**src/rtl/fg_prog_pkg.sv**
```systemverilog
// Shared types for the floating-gate injection programming sequencer.
package fg_prog_pkg;

   localparam int ROW_W_DEF = 2;
   localparam int COL_W_DEF = 3;
   localparam int CNT_W_DEF = 8;

   typedef enum logic [2:0] {
      IDLE    = 3'd0,
      SETUP   = 3'd1,
      ADDR    = 3'd2,
      PULSE   = 3'd3,
      GAP     = 3'd4,
      RELEASE = 3'd5,
      DONE    = 3'd6
   } fg_state_e;

   typedef struct packed {
      logic [ROW_W_DEF-1:0] row;
      logic [COL_W_DEF-1:0] col;
      logic [CNT_W_DEF-1:0] pulses;
      logic [CNT_W_DEF-1:0] width;
   } fg_cmd_t;

endpackage

```
**src/rtl/fg_prog_timer.sv**
```systemverilog
// Loadable down-counter shared by every timed sequencer state; holds at zero.
module fg_prog_timer #(
   parameter int W = 8
) (
   input  logic         clk,
   input  logic         rst_n,
   input  logic         load,
   input  logic [W-1:0] load_val,
   output logic         zero
);

   logic [W-1:0] cnt_q;
   logic [W-1:0] cnt_d;

   always_comb begin
      cnt_d = cnt_q;
      if (load) begin
         cnt_d = load_val;
      end else if (cnt_q != '0) begin
         cnt_d = cnt_q - W'(1);
      end
   end

   always_ff @(posedge clk or negedge rst_n) begin
      if (!rst_n) begin
         cnt_q <= '0;
      end else begin
         cnt_q <= cnt_d;
      end
   end

   assign zero = (cnt_q == '0);

endmodule

```
**src/rtl/fg_prog_sequencer.sv**
```systemverilog
// Settle/pulse/release sequencer for floating-gate injection programming of one island.
//
// state   | meaning
// IDLE    | waiting for a command, cmd_ready high
// SETUP   | prog switch closed, decoders still off
// ADDR    | decoders and drain select driven, settling before injection
// PULSE   | Vinj pulse high for the latched width
// GAP     | Vinj low between pulses
// RELEASE | decoders off, prog switch held closed while nodes settle
// DONE    | one-cycle completion strobe with abort status
module fg_prog_sequencer
   import fg_prog_pkg::*;
#(
   parameter int ROW_W      = ROW_W_DEF,
   parameter int COL_W      = COL_W_DEF,
   parameter int CNT_W      = CNT_W_DEF,
   parameter int SETTLE_CYC = 4,
   parameter int GAP_CYC    = 2
) (
   input  logic                clk,
   input  logic                rst_n,
   input  logic                cmd_valid,
   output logic                cmd_ready,
   input  logic [ROW_W-1:0]    cmd_row,
   input  logic [COL_W-1:0]    cmd_col,
   input  logic [CNT_W-1:0]    cmd_pulses,
   input  logic [CNT_W-1:0]    cmd_width,
   input  logic                abort,
   output logic                prog_en,
   output logic                vdec_en,
   output logic [ROW_W-1:0]    vdec_addr,
   output logic                hdec_en,
   output logic [COL_W-1:0]    hdec_addr,
   output logic [2**ROW_W-1:0] drain_sel,
   output logic                vinj_pulse,
   output logic                busy,
   output logic                done,
   output logic                aborted
);

   localparam logic [CNT_W-1:0] SETTLE_LD = CNT_W'(SETTLE_CYC - 1);
   localparam logic [CNT_W-1:0] GAP_LD    = CNT_W'(GAP_CYC - 1);

   fg_state_e            state_q, state_d;
   logic [ROW_W-1:0]     row_q, row_d;
   logic [COL_W-1:0]     col_q, col_d;
   logic [CNT_W-1:0]     width_q, width_d;
   logic [CNT_W-1:0]     rem_q, rem_d;
   logic                 flag_q, flag_d;

   logic                 prog_en_q, prog_en_d;
   logic                 vdec_en_q, vdec_en_d;
   logic [ROW_W-1:0]     vdec_addr_q, vdec_addr_d;
   logic                 hdec_en_q, hdec_en_d;
   logic [COL_W-1:0]     hdec_addr_q, hdec_addr_d;
   logic [2**ROW_W-1:0]  drain_sel_q, drain_sel_d;
   logic                 vinj_q, vinj_d;
   logic                 busy_q, busy_d;
   logic                 done_q, done_d;
   logic                 aborted_q, aborted_d;

   logic                 tmr_load;
   logic [CNT_W-1:0]     tmr_val;
   logic                 tmr_zero;
   logic                 dec_on;

   fg_prog_timer #(.W(CNT_W)) u_timer (
      .clk      (clk),
      .rst_n    (rst_n),
      .load     (tmr_load),
      .load_val (tmr_val),
      .zero     (tmr_zero)
   );

   always_comb begin
      state_d  = state_q;
      row_d    = row_q;
      col_d    = col_q;
      width_d  = width_q;
      rem_d    = rem_q;
      flag_d   = flag_q | (abort && (state_q != IDLE));
      tmr_load = 1'b0;
      tmr_val  = SETTLE_LD;

      case (state_q)
         IDLE: begin
            if (cmd_valid && !abort) begin
               row_d    = cmd_row;
               col_d    = cmd_col;
               width_d  = (cmd_width == '0) ? CNT_W'(1) : cmd_width;
               rem_d    = cmd_pulses;
               flag_d   = 1'b0;
               state_d  = SETUP;
               tmr_load = 1'b1;
            end
         end
         SETUP: begin
            if (tmr_zero) begin
               state_d  = ADDR;
               tmr_load = 1'b1;
            end
         end
         ADDR: begin
            if (tmr_zero) begin
               tmr_load = 1'b1;
               if (rem_q != '0) begin
                  state_d = PULSE;
                  tmr_val = width_q - CNT_W'(1);
               end else begin
                  state_d = RELEASE;
               end
            end
         end
         PULSE: begin
            if (tmr_zero) begin
               // rem_q is nonzero here, so the decrement cannot wrap
               rem_d    = rem_q - CNT_W'(1);
               tmr_load = 1'b1;
               if (rem_q == CNT_W'(1)) begin
                  state_d = RELEASE;
               end else begin
                  state_d = GAP;
                  tmr_val = GAP_LD;
               end
            end
         end
         GAP: begin
            if (tmr_zero) begin
               state_d  = PULSE;
               tmr_load = 1'b1;
               tmr_val  = width_q - CNT_W'(1);
            end
         end
         RELEASE: begin
            if (tmr_zero) begin
               state_d = DONE;
            end
         end
         DONE: begin
            state_d = IDLE;
         end
         default: begin
            state_d = IDLE;
         end
      endcase

      if (abort && (state_q inside {SETUP, ADDR, PULSE, GAP})) begin
         state_d  = RELEASE;
         tmr_load = 1'b1;
         tmr_val  = SETTLE_LD;
      end

      // Outputs follow the next state so they change on the same edge as the state.
      dec_on      = state_d inside {ADDR, PULSE, GAP};
      prog_en_d   = state_d inside {SETUP, ADDR, PULSE, GAP, RELEASE};
      vdec_en_d   = dec_on;
      hdec_en_d   = dec_on;
      vdec_addr_d = dec_on ? row_q : '0;
      hdec_addr_d = dec_on ? col_q : '0;
      drain_sel_d = '0;
      if (dec_on) begin
         drain_sel_d[row_q] = 1'b1;
      end
      vinj_d    = (state_d == PULSE);
      busy_d    = (state_d != IDLE);
      done_d    = (state_d == DONE);
      aborted_d = done_d && flag_d;
   end

   always_ff @(posedge clk or negedge rst_n) begin
      if (!rst_n) begin
         state_q     <= IDLE;
         row_q       <= '0;
         col_q       <= '0;
         width_q     <= '0;
         rem_q       <= '0;
         flag_q      <= 1'b0;
         prog_en_q   <= 1'b0;
         vdec_en_q   <= 1'b0;
         vdec_addr_q <= '0;
         hdec_en_q   <= 1'b0;
         hdec_addr_q <= '0;
         drain_sel_q <= '0;
         vinj_q      <= 1'b0;
         busy_q      <= 1'b0;
         done_q      <= 1'b0;
         aborted_q   <= 1'b0;
      end else begin
         state_q     <= state_d;
         row_q       <= row_d;
         col_q       <= col_d;
         width_q     <= width_d;
         rem_q       <= rem_d;
         flag_q      <= flag_d;
         prog_en_q   <= prog_en_d;
         vdec_en_q   <= vdec_en_d;
         vdec_addr_q <= vdec_addr_d;
         hdec_en_q   <= hdec_en_d;
         hdec_addr_q <= hdec_addr_d;
         drain_sel_q <= drain_sel_d;
         vinj_q      <= vinj_d;
         busy_q      <= busy_d;
         done_q      <= done_d;
         aborted_q   <= aborted_d;
      end
   end

   assign cmd_ready  = (state_q == IDLE);
   assign prog_en    = prog_en_q;
   assign vdec_en    = vdec_en_q;
   assign vdec_addr  = vdec_addr_q;
   assign hdec_en    = hdec_en_q;
   assign hdec_addr  = hdec_addr_q;
   assign drain_sel  = drain_sel_q;
   assign vinj_pulse = vinj_q;
   assign busy       = busy_q;
   assign done       = done_q;
   assign aborted    = aborted_q;

endmodule
```
**config.mk**
```make
export PLATFORM = sky130hd
export DESIGN_NAME = fg_prog_sequencer
export DESIGN_NICKNAME = d
export VERILOG_FILES = /design/src/rtl/fg_prog_pkg.sv /design/src/rtl/fg_prog_timer.sv /design/src/rtl/fg_prog_sequencer.sv
export SDC_FILE = /design/constraint.sdc
export NUM_CORES = 1
export LEC_CHECK = 0
export CAP_MARGIN = 10
export CORE_ASPECT_RATIO = 1.5
export CORE_MARGIN = 8
export CORE_UTILIZATION = 54
export CTS_CLUSTER_SIZE = 25
export DETAILED_ROUTE_END_ITERATION = 7
export GPL_ROUTABILITY_DRIVEN = 1
export PLACE_DENSITY_LB_ADDON = 0.05
export SYNTH_ARGS = -nofsm -noshare
export SYNTH_HDL_FRONTEND = slang
export SYNTH_HIERARCHICAL = 1
export SYNTH_SLANG_ARGS = --single-unit
```
**constraint.sdc**
```tcl
create_clock -name clk -period 3.3 [get_ports clk]
set_clock_uncertainty 0.15 [all_clocks]
set_input_delay 0.495 -clock clk [delete_from_list [all_inputs] [get_ports clk]]
set_output_delay 0.495 -clock clk [all_outputs]
set_load 0.01 [all_outputs]
```
==> results.txt, run 1 <==
Final worst setup slack -> 0.4425 ns
Worst Hold Class -> in2async
Fin crit share -> 0.8659
Placement Cell Area -> 3072 sq um
Async SR Flop Fraction -> 1.000
Fill count -> 424
First-pass DRT Iterations -> 4
Outcome -> complete, no violations
Hold_buf cts -> 0
Crit start category -> flop
Area of the die -> 7534 sq um
Max cap viols -> 0
Post-synth EDFFs -> 0
Crit-path cells -> inv_1, ha_1, or3b_1, nor2_1, nor3b_1, a211o_1, o21a_1, clkinv_1, o21ai_2, a21oi_1
First-pass GRT wire length -> 9853 microns
Root Driver -> clkbuf_8
Max VDD drop -> 295.9 uV
Global Route Usage Sum -> 0.1651
Placed Cells -> 370
Final setup viols -> 0
Post-CTS Setup Inserts -> 0
Worst path max stage delay -> 0.49 ns
HPWL after DPL -> 4204 microns
Initial antenna violation count -> 0
Die Ht -> 102.4 microns
Via density -> 5.651
Cell area after layout -> 3168 sq um
Clock sinks -> 48
Synthesized area -> 2686 sq um
CTS Buffer Depth -> 2
Layout cell share with drive strength beyond 1 -> 0.1346
Clk Latency, worst-skew pair -> 0.30 ns
Detailed-route wire length -> 5782 microns
Num rows -> 31
Post-Place Worst Slack -> 0.4488 ns
Crit end category -> flop
Syn nets -> 305
Area growth from synthesis to layout -> 17.93%
Overall Power -> 0.001922 W
Area of the multi-input gates -> 1311 sq um
Layout net count -> 341
Most common cell after layout, fill and taps aside -> dfrtp_1
Seq cells post-synth -> 48
Slew HR -> 0.2901
Most used flip-flop cell after synthesis -> dfrtp_1
Leakage -> 1.302 nW
Synth warn -> 6
Port Buffers -> 41
Core area -> 4810 sq um
Worst-path fanout max -> 10
Remaining antenna violation count -> 0
H-tree lvl count -> 2
Minimum clock period -> 2.857 ns
Required time of the critical path -> 3.31 ns
Top Ports -> 42
Fmax -> 350.0 MHz
Maximum number of pins on one net before global-route repair -> 49
Clock transition at path regs -> 0.09 ns
Slew Viols, Final -> 0
Final Hold Vio Count -> 0
ANT cells -> 0
RSZ-0062 raised after global routing -> false
Iter 0 DRT Violations -> 103
Post-route insts no fill -> 378
Setup TNS -> 0 ns
DR vias -> 2136
Num CTS Buffers -> 5
Worst Max-Slew Pin Slew -> 1.065 ns
Initial Util -> 0.5585
Unique cell type count in the Yosys netlist -> 65
Sequential fraction of the synthesis area -> 0.4471
Worst path arrival time -> 2.87 ns
Pwr dens -> 606.8 nW/um^2
Routed len/inst -> 15.30 microns
CTS tree -> done
Number of global-route vias before repair -> 2108
PostCTS Resize Cnt -> 0
Most frequent cells in the layout -> dfrtp_1, clkdlybuf4s50_1, nor2_1
Mean Syn Cell Area -> 9.768 sq um
Storage cell area -> 1201 sq um
GP Congestion -> 0.8507
Mapped Cells -> 275
Congestion Overflow GR -> 0
DR DRC count -> 0
Crit-path slowest cell -> or3b_1
Setup Crit Path Kind -> reg2reg
Chip width -> 73.59 microns
[final cells by class]
| class | instances | area share |
|---|---|---|
| clock buffer | 6 | 0.02607 |
| clock inverter | 2 | 0.004344 |
| multi-input combinational | 198 | 0.4139 |
| timing repair buffer | 43 | 0.1327 |
| sequential | 48 | 0.3791 |
| inverter | 15 | 0.01777 |
| tap | 66 | 0.02607 |
[final timing paths]
check | start | end | slack, ns | cells after the start
max | u_timer/cnt_q[0] | hdec_en | 0.44 | 10
min | rst_n | rem_q[1] | 0.22 | 1
max reg2reg | u_timer/cnt_q[0] | hdec_en | 0.44 | 10
min reg2reg | col_q[0] | hdec_addr[0] | 0.35 | 2
max in group asynchronous | rst_n | done | 2.10 | 1
min in group clk | col_q[0] | hdec_addr[0] | 0.35 | 2
[power by group]
| part | internal, W | switching [W] |
|---|---|---|
| clock network | 0.000171 | 0.000195 |
| registers | 0.000719 | 0.000192 |
| logic | 0.000302 | 0.000343 |
[synthesized netlist by cell type, drive strengths merged, types with 2 or more instances]
library cell  count  area (sq um)
dfrtp            48          1201
nor2             27         103.9
nand2            24         90.09
a21oi            22         110.1
nor3             16         96.35
inv              14         52.55
o21ai            13         72.57
mux2             12         135.1
buf              10         76.32
a221oi            6         58.80
nor4              6         52.55
a211oi            5         47.54
a31oi             5         31.28
ha                5         62.56
nand3             5         30.03
nor3b             4         30.03
o31ai             4         30.03
xnor2             4         35.03
clkbuf            3         32.53
o22ai             3         32.53
or2               3         18.77
or4               3         22.52
xor2              3         26.28
a22oi             2         20.02
and2              2         13.77
nand4             2         12.51
o22a              2         17.52
or3               2         12.51
[registers in the layout, summed over array words and instances (netlist names)]
| name | flops |
|---|---|
| rem_q | 8 |
| u_timer/cnt_q | 8 |
| width_q | 8 |
| drain_sel | 4 |
| col_q | 3 |
| hdec_addr | 3 |
| state_q | 3 |
| row_q | 2 |
| vdec_addr | 2 |
| aborted | 1 |
| busy | 1 |
| done | 1 |
| flag_q | 1 |
| hdec_en | 1 |
| prog_en | 1 |
| vinj_pulse | 1 |
[layer usage]
metal	track usage	part of all wire	routed length (microns)	vias up
met1	0.1927	0.43	2505	1030
li1	-	-	-	1062
met2	0.2884	0.52	2996	35
met3	0.03438	0.030	174	9
met5	0	0	0	-
met4	0.05564	0.018	106	0
[cells by family after synthesis]
family | Yosys count | synth area share
adders and majority gates | 5 | 0.02329
DFF | 48 | 0.4471
AOI/OAI and AO/OA | 72 | 0.1886
muxes | 12 | 0.05030
and+or+nand+nor | 102 | 0.2031
xor gates and xnor gates | 7 | 0.02282
buffers and inverters | 29 | 0.06474
[metrics by stage]
step	util	hold WS [ns]
2_1_floorplan	-	0.04941
3_3_place_gp	0.6387	0.3331
3_5_place_dp	0.6387	0.3382
4_1_cts	0.6587	0.2605
5_1_grt	0.6587	0.3375
6_report	0.6587	0.2235
[worst max-delay path: cells and delay by family, from the launching register on]
family / cells / cell delay, ns
fa+ha+maj: 1 / 0.21
compound gates: 4 / 0.63
buf+inv: 2 / 0.19
flops: 1 / 0.42
simple gates: 3 / 1.14
Note: power is estimated with default switching activity, not from simulation.
==> inputs of run 2 (changes only) <==
--- a/config.mk
+++ b/config.mk
@@ -6,5 +6,4 @@
 export NUM_CORES = 1
 export LEC_CHECK = 0
-export CAP_MARGIN = 10
 export CORE_ASPECT_RATIO = 1.5
 export CORE_MARGIN = 8
==> constraint.sdc (replaced) <==
create_clock -name clk -period 2.8 [get_ports clk]
set_clock_uncertainty 0.15 [all_clocks]
set_input_delay 0.56 -clock clk [delete_from_list [all_inputs] [get_ports clk]]
set_output_delay 0.56 -clock clk [all_outputs]
set_load 0.01 [all_outputs]
==> run 2 against run 1 <==
  * Via count up 4.9%
  * Utilization is 3.3 points higher
  * Clock-buffer cell count unchanged
  * Die area unchanged
  * First-iteration DRC count fell by 16%
  * Critical path depth unchanged
  * Sequential power grew 15%
  * Global-route usage increased by 1.5 points
  * Combinational power is 34% higher
==> results.txt, run 2 (synthesized netlist as in run 1, its figures left out) <==
CP bufs+invs -> 3 (+1)
Post-CTS Setup Inserts -> 0 (unchanged)
Leakage -> 1.378 nW (+5.9%)
Pwr dens -> 735.4 nW/um^2 (+21%)
Area of the die -> 7534 sq um (unchanged)
Worst Max-Slew Pin Slew -> 0.6161 ns (-0.4488 ns)
Most frequent cells in the layout -> dfrtp_1, clkdlybuf4s50_1, nor2_1
H-tree lvl count -> 2 (unchanged)
Area growth from synthesis to layout -> 23.85%
First-pass GRT wire length -> 10490 microns (+6.4%)
Layout cell share with drive strength beyond 1 -> 0.1754 (+0.04077)
Via density -> 5.731 (+1.4%)
Outcome -> complete, no violations
Clock transition at path regs -> 0.09 ns (about the same)
Remaining antenna violation count -> 0 (unchanged)
Storage cell area -> 1201 sq um (unchanged)
HPWL after DPL -> 4698 microns (+12%)
Crit-path most repeated cell -> inv_1
Congestion Overflow GR -> 0 (unchanged)
Chip width -> 73.59 microns (unchanged)
Post-Place Worst Slack -> 0.1051 ns (-0.3437 ns)
Required time of the critical path -> 2.81 ns (-0.50 ns)
Num rows -> 31 (unchanged)
Root Driver -> clkbuf_8
CTS tree -> done
Most common cell after layout, fill and taps aside -> dfrtp_1
Initial antenna violation count -> 0 (unchanged)
Final worst setup slack -> 0.1642 ns (-0.2783 ns)
ANT cells -> 0 (unchanged)
Crit-path leading delay family -> simple AND/OR/NAND/NOR gates
Reg2Reg Launch Point -> u_timer/cnt_q[0]
CTS Buffer Depth -> 2 (unchanged)
Worst path arrival time -> 2.64 ns (-0.23 ns)
First-pass DRT Iterations -> 4 (unchanged)
Layout net count -> 354 (+3.8%)
Fmax -> 379.4 MHz (+8.4%)
DR vias -> 2241 (+4.9%)
CP endpoint -> busy
Num CTS Buffers -> 5 (unchanged)
Crit-path slowest cell -> dfrtp_1
Number of global-route vias before repair -> 2273 (+7.8%)
Crit end category -> flop
Overall Power -> 0.002447 W (+27%)
Placed Cells -> 382 (+3.2%)
Final Util -> 0.6917 (+0.03304)
Clk Latency, worst-skew pair -> 0.31 ns (about the same)
Worst path max stage delay -> 0.42 ns (-0.07 ns)
Met2 Use GR -> 0.3199 (+0.03151)
GR Layer Usage met1 -> 0.2002 (+0.007518)
Initial Util -> 0.5585 (unchanged)
Fin crit share -> 0.9414 (+0.07545)
Worst reg2reg path endpoint -> busy
Slew HR -> 0.5893 (+0.2992)
Top Ports -> 42 (unchanged)
Crit-path cells -> inv_1, ha_1, or3b_1, nor2_2, buf_12, inv_1, a31o_2, a211oi_2, or2_1, nand3_1
R2r worst-path depth -> 10 (unchanged)
DR DRC count -> 0 (unchanged)
Max cap viols -> 0 (unchanged)
Die Ht -> 102.4 microns (unchanged)
Max VDD drop -> 419.2 uV (+42%)
Core area -> 4810 sq um (unchanged)
Routed len/inst -> 16.02 microns (+4.7%)
Slew Viols, Final -> 0 (unchanged)
Largest regs -> rem_q x8, u_timer/cnt_q x8, width_q x8
CP Depth -> 10 (unchanged)
Minimum clock period -> 2.636 ns (-0.2217 ns)
Setup crit start -> u_timer/cnt_q[0]
Worst Hold Class -> reg2reg
Worst-path fanout max -> 17 (+7)
Top Usage Layer GRT -> met2
Global Route Usage Sum -> 0.1798 (+0.01469)
Crit start category -> flop
Reg2reg setup slack -> 0.16 ns (-0.28 ns)
Port Buffers -> 41 (unchanged)
Area of the multi-input gates -> 1333 sq um (+1.6%)
Final setup viols -> 0 (unchanged)
Clock sinks -> 48 (unchanged)
Fill count -> 414 (-2.4%)
Detailed-route wire length -> 6263 microns (+8.3%)
GP Congestion -> 0.9074 (+6.7%)
Maximum number of pins on one net before global-route repair -> 19 (-61%)
Final Hold Vio Count -> 0 (unchanged)
Iter 0 DRT Violations -> 87 (-16%)
Setup Crit Path Kind -> reg2reg
Post-route insts no fill -> 391 (+3.4%)
M3 GR Usage -> 0.02947 (-0.004912)
==> run 2: cell types whose count changed in the layout (fill, tap and decap cells not counted), sizes merged <==
| cell | delta |
|---|---|
| dlygate4sd3 | +1 |
| inv | -1 |
| bufinv | +1 |
| buf | +12 |
==> run 2: repair_timing <==
action | 4_1_cts | 5_1_grt
gates resized for setup | 0 | 3
hold endpoints to repair | 12 | 0
hold buffers | 1 | 0
endpoints found under the setup margin | 0 | 10
==> run 2: routing by layer <==
metal | up-vias | wire, microns | share of wire
met4 | 0 | 147 | 0.023
met3 | 13 | 214 | 0.034
met5 | - | 0 | 0
met2 | 49 | 3441 | 0.55
met1 | 1085 | 2460 | 0.39
li1 | 1094 | - | -
==> run 2: cell type report <==
class,instances,area share
clock buffer,6,0.02482
timing repair buffer,56,0.1602
tap,66,0.02482
inverter,15,0.01692
clock inverter,2,0.01166
sequential,48,0.3610
multi-input combinational,198,0.4005
==> run 2: worst min-delay path by stage <==
stage	from	endpoint	slack, ns	cells after the start
floorplan	rst_n	aborted	0.11	0
global placement	rst_n	u_timer/cnt_q[7]	0.32	1
detailed placement	rst_n	u_timer/cnt_q[7]	0.32	1
CTS	col_q[2]	hdec_addr[2]	0.35	2
global route	col_q[1]	col_q[1]	0.39	1
finish	col_q[2]	hdec_addr[2]	0.35	2
==> run 2: per-stage QoR <==
step           setup TNS, ns  hold WS [ns]  area [sq um]
2_1_floorplan              0        0.1144          2695
3_3_place_gp               0        0.3219          3181
3_5_place_dp               0        0.3221          3181
4_1_cts                    0        0.3497          3312
5_1_grt             -0.01495        0.3934          3327
6_report                   0        0.3513          3327
==> run 2: report_power, final <==
part | internal, W | leakage [nW] | switching [W]
logic | 0.000406 | 0.703 | 0.000454
registers | 0.000848 | 0.614 | 0.000204
clock network | 0.000292 | 0.0614 | 0.000243
total | 0.00155 | 1.38 | 0.000901
==> run 2: worst min-delay path: cells and delay by family (launching register included) <==
family             cells  cell delay, ns
DFF                    1            0.38
and+or+nand+nor        1            0.05
AOI/OAI and AO/OA      1            0.04
